[config.mk]
export PLATFORM = sky130hd
export DESIGN_NAME = tdm_demux_1_4
export DESIGN_NICKNAME = d
export VERILOG_FILES = /design/src/rtl/tdm_pkg.sv /design/src/rtl/tdm_slot_ctr.sv /design/src/rtl/tdm_demux_1_4.sv
export SDC_FILE = /design/constraint.sdc
export NUM_CORES = 1
export LEC_CHECK = 0
export CAP_MARGIN = 15
export CORE_MARGIN = 2
export CORE_UTILIZATION = 45
export CTS_CLUSTER_SIZE = 12
export DETAILED_ROUTE_END_ITERATION = 16
export GPL_TIMING_DRIVEN = 0
export PLACE_DENSITY = 0.72
export SLEW_MARGIN = 20
export SYNTH_ARGS = -nofsm -noshare
export SYNTH_HDL_FRONTEND = slang
export SYNTH_SLANG_ARGS = --single-unit
[constraint.sdc]
create_clock -name clk -period 2.7 [get_ports clk]
set_input_delay 0.27 -clock clk [delete_from_list [all_inputs] [get_ports clk]]
set_output_delay 0.27 -clock clk [all_outputs]
set_load 0.02 [all_outputs]
[src/rtl/tdm_pkg.sv]
// Shared types and helpers for the 1:4 TDM demultiplexer.
// Slot-width function, FSM state encoding and error-count ceiling.
package tdm_pkg;

  typedef enum logic {
    ST_IDLE = 1'b0,
    ST_FILL = 1'b1
  } state_t;

  localparam logic [7:0] ERR_CNT_MAX = 8'hFF;

  function automatic int sw_of(input int lanes);
    return (lanes <= 2) ? 1 : $clog2(lanes);
  endfunction

endpackage

[src/rtl/tdm_slot_ctr.sv]
// Slot counter: inc advances, sof forces 1 (slot 0 taken now).
// Ports: clk, rst_n, inc, sof -> cnt (current slot), wrap (last slot taken).
module tdm_slot_ctr
  import tdm_pkg::*;
#(
  parameter int LANES = 4,
  localparam int SW = sw_of(LANES)
) (
  input  logic          clk,
  input  logic          rst_n,
  input  logic          inc,
  input  logic          sof,
  output logic [SW-1:0] cnt,
  output logic          wrap
);

  localparam logic [SW-1:0] LAST = SW'(LANES - 1);
  localparam logic [SW-1:0] ONE  = SW'(1);

  // A qualified SOF never completes a frame.
  assign wrap = inc && !sof && (cnt == LAST);

  always_ff @(posedge clk) begin
    if (!rst_n) begin
      cnt <= '0;
    end else if (sof) begin
      cnt <= ONE;
    end else if (inc) begin
      cnt <= wrap ? '0 : cnt + ONE;
    end
  end

endmodule

[src/rtl/tdm_demux_1_4.sv]
// 1:LANES time-division demux: steers stream samples into lanes, publishes frames.
// Ports: clk, rst_n, in_data/in_valid/in_sof -> sel, out_data, frame_valid,
// frame_err, err_cnt (err_cnt only when TDM_ERR_CNT_EN is defined).
module tdm_demux_1_4
  import tdm_pkg::*;
#(
  parameter int WIDTH = 8,
  parameter int LANES = 4,
  localparam int SW = sw_of(LANES)
) (
  input  logic                   clk,
  input  logic                   rst_n,
  input  logic [WIDTH-1:0]       in_data,
  input  logic                   in_valid,
  input  logic                   in_sof,
  output logic [SW-1:0]          sel,
  output logic [LANES*WIDTH-1:0] out_data,
  output logic                   frame_valid,
  output logic                   frame_err
`ifdef TDM_ERR_CNT_EN
  ,
  output logic [7:0]             err_cnt
`endif
);

  localparam int AW = (LANES - 1) * WIDTH;

  state_t          state_q;
  state_t          state_d;
  logic            sof_v;
  logic            early;
  logic            wrap;
  logic [SW-1:0]   wr_sel;
  logic [AW-1:0]   asm_q;

  assign sof_v = in_valid && in_sof;

  // An SOF always lands in lane 0, whatever sel says.
  assign wr_sel = sof_v ? '0 : sel;

  tdm_slot_ctr #(
    .LANES (LANES)
  ) u_ctr (
    .clk   (clk),
    .rst_n (rst_n),
    .inc   (in_valid),
    .sof   (sof_v),
    .cnt   (sel),
    .wrap  (wrap)
  );

  always_ff @(posedge clk) begin
    if (!rst_n) begin
      state_q <= ST_IDLE;
    end else begin
      state_q <= state_d;
    end
  end

  always_comb begin
    state_d = state_q;
    early   = 1'b0;
    unique case (state_q)
      ST_IDLE: begin
        if (in_valid) begin
          state_d = ST_FILL;
        end
      end
      ST_FILL: begin
        if (sof_v) begin
          early = 1'b1;
        end else if (wrap) begin
          state_d = ST_IDLE;
        end
      end
    endcase
  end

  // Lanes 0..LANES-2 are held here; the last lane
  // comes straight from in_data at completion.
  always_ff @(posedge clk) begin
    if (!rst_n) begin
      asm_q <= '0;
    end else if (in_valid) begin
      for (int i = 0; i < LANES - 1; i++) begin
        if (wr_sel == SW'(i)) begin
          asm_q[i*WIDTH +: WIDTH] <= in_data;
        end
      end
    end
  end

  always_ff @(posedge clk) begin
    if (!rst_n) begin
      out_data    <= '0;
      frame_valid <= 1'b0;
      frame_err   <= 1'b0;
    end else begin
      frame_valid <= wrap;
      frame_err   <= early;
      if (wrap) begin
        out_data <= {in_data, asm_q};
      end
    end
  end

`ifdef TDM_ERR_CNT_EN
  always_ff @(posedge clk) begin
    if (!rst_n) begin
      err_cnt <= '0;
    end else if (early && err_cnt != ERR_CNT_MAX) begin
      err_cnt <= err_cnt + 8'd1;
    end
  end
`endif

endmodule

==> impl_metrics.json <==
{
  "status": "finished clean",
  "mostFrequentLayoutCells": "nand2_1 (81), dfxtp_1 (61), clkdlybuf4s50_1 (46)",
  "cp_num_buf_inv": 1,
  "area_growth_pct": 30.5,
  "ir_drop_uv": 355,
  "track_usage": 0.187,
  "static-leakage-power_uw": 0.00109,
  "yosysWarnings": 0,
  "syn_inst": 250,
  "hold_viol": 0,
  "clk_pin_slew_ns": 0.06,
  "drt-initial-drc-count": 46,
  "syn-cell-area_um2": 2380,
  "synth_edf_count": 0,
  "drc": 0,
  "cts_buffers": 9,
  "setup_ws_ns": 1.03,
  "grt_setup_unrepaired": "no",
  "pin_count": 48,
  "synth_area_per_cell_um2": 9.52,
  "slew_violations": 0,
  "grt_pass1_wl_mm": 8.42,
  "synth_flop_cell": "dfxtp_1",
  "clock-sinks": 61,
  "combPwrFrac": 0.060,
  "grt_max_degree": 11,
  "vias": 1823,
  "post-dp-hpwl_mm": 3.52,
  "crit_path_cell_trace": "clkdlybuf4s50_1",
  "worst_pin_slew_ns": 0.443,
  "p_switching_uw": 393,
  "die_height_um": 76.7,
  "critical_path.top_delay_family": "buffers and inverters",
  "cts_resized": 0,
  "seq_area_frac_synth": 0.513,
  "grt_pass1_vias": 1741,
  "netSwitchingFraction": 0.222,
  "fp.dieArea_um2": 5890,
  "clock_power_share": 0.415,
  "finalCriticalPeriod_ns": 1.67,
  "port_buffers": 46,
  "root_buffer": "clkbuf_8",
  "slowest_stage": "clkdlybuf4s50_1",
  "timing.setup.tns_ns": 0,
  "rrSetupSlack_ns": 1.33,
  "p_int_uw": 1370,
  "fin_util": 0.608,
  "via_per_inst": 4.78,
  "antenna_left": 0,
  "clkLatencyLatePin_ns": 0.34,
  "cts_htree_levels": 3,
  "start_kind": "register",
  "clockBufferDepth": 2,
  "drtPass1Iterations": 4,
  "pre_cts_ws_ns": 1.01,
  "final_common_cell": "nand2_1",
  "wl_per_cell_um": 13.3,
  "multi_input_area_um2": 1030,
  "routed_wl_mm": 5.05,
  "crit_required_ns": 2.43,
  "cts-hold-fix-buffers": 0,
  "crit_fanout": 7,
  "seqPwrFrac": 0.525,
  "max_stage_delay_ns": 0.64,
  "core_area_um2": 5110,
  "n_fill_cell": 470,
  "critical_path_arrival_ns": 1.40,
  "finalSetupViolations": 0,
  "relSlewSlack": 0.705,
  "grt_antenna_before_repair": 0,
  "instances_no_fill": 381,
  "drive_gt1_frac": 0.103,
  "synth-seq-cells": 61,
  "syn_nets": 263,
  "hold_slack_ns": 0.272,
  "fin_crit_sh": 0.618,
  "initial_core_util": 0.466,
  "post-cts-setup-buffers": 0,
  "crit_path_end_kind": "primary output",
  "place_inst": 366,
  "die_w_um": 76.7,
  "cap_viol_max_count": 0,
  "path_class": "register to primary output",
  "power_per_cell_area_nw_per_um2": 568,
  "nNetsFinal": 320,
  "fin_worst_skew_ns": 0.00607,
  "seq_area_um2": 1220,
  "hold_path_class": "primary input to register",
  "overflow": 0,
  "async_flop_share": 0,
  "fmax_mhz": 599,
  "insertedDiodeCount": 0,
  "synth_cell_type_count": 26,
  "rows": 26,
  "gp_congestion": 0.789,
  "cts_tree": "yes"
}
-- synthesized netlist by cell type, types with 2 or more instances --
cell type  count  share of area
a21boi_2       4          0.019
clkbuf_1       5         0.0079
dfxtp_1       61           0.51
nor2b_1       16          0.042
and2_1         2         0.0053
mux2i_1       24           0.10
nand2_1       81           0.13
buf_6          7          0.033
nor2_1         3         0.0047
a21boi_0       4          0.013
buf_2          5          0.011
a21boi_1      24          0.076
-- state kept, by name, indices dropped and copies added, names as in the netlist --
register,count
state_q,1
asm_q,24
u_ctr.cnt,2
out_data,32
frame_err,1
frame_valid,1
-- path summary, 6_finish.rpt --
check / from / to / depth (start not counted)
max: u_ctr.cnt[0] / sel[0] / 1
min: rst_n / asm_q[7] / 3
max reg2reg: u_ctr.cnt[0] / state_q / 6
min reg2reg: out_data[9] / out_data[9] / 2
-- cells by family after synthesis --
group / synth area share
simple gates: 0.203
fa+ha+maj: 0.00525
flops: 0.513
compound gates: 0.121
buf+inv: 0.0562
mux: 0.101
-- per-layer routing --
metal | share of wire | GRT usage | up-vias
li1 | - | - | 925
met1 | 0.46 | 0.226 | 851
met2 | 0.48 | 0.303 | 38
met3 | 0.048 | 0.0765 | 9
met4 | 0.015 | 0.0600 | 0
met5 | 0 | 0 | -
-- metrics by stage --
step	power [µW]	instance area [µm²]
after CTS	1780	3110
after floorplan	1010	2380
after global routing	1830	3110
final	1770	3110
after global placement	1050	2930
after detailed placement	1050	2930
-- power by group through the flow --
stage | combinational, µW | clock (µW) | sequential, µW
floorplan | 60.1 | 0 | 947
finish | 106 | 733 | 926
global route | 115 | 792 | 927
CTS | 108 | 748 | 926
global placement | 106 | 0 | 946
detailed placement | 107 | 0 | 946
-- layout make-up --
cell class              count  share of cell area
repair buffers             46               0.148
inverters                   1             0.00121
plain buffers              18              0.0419
multi-input cells         170               0.330
well taps                  70              0.0282
flip-flops and latches     61               0.393
clock inverters             1             0.00161
clock buffers              14              0.0556
(Power assumes the default switching activity.)
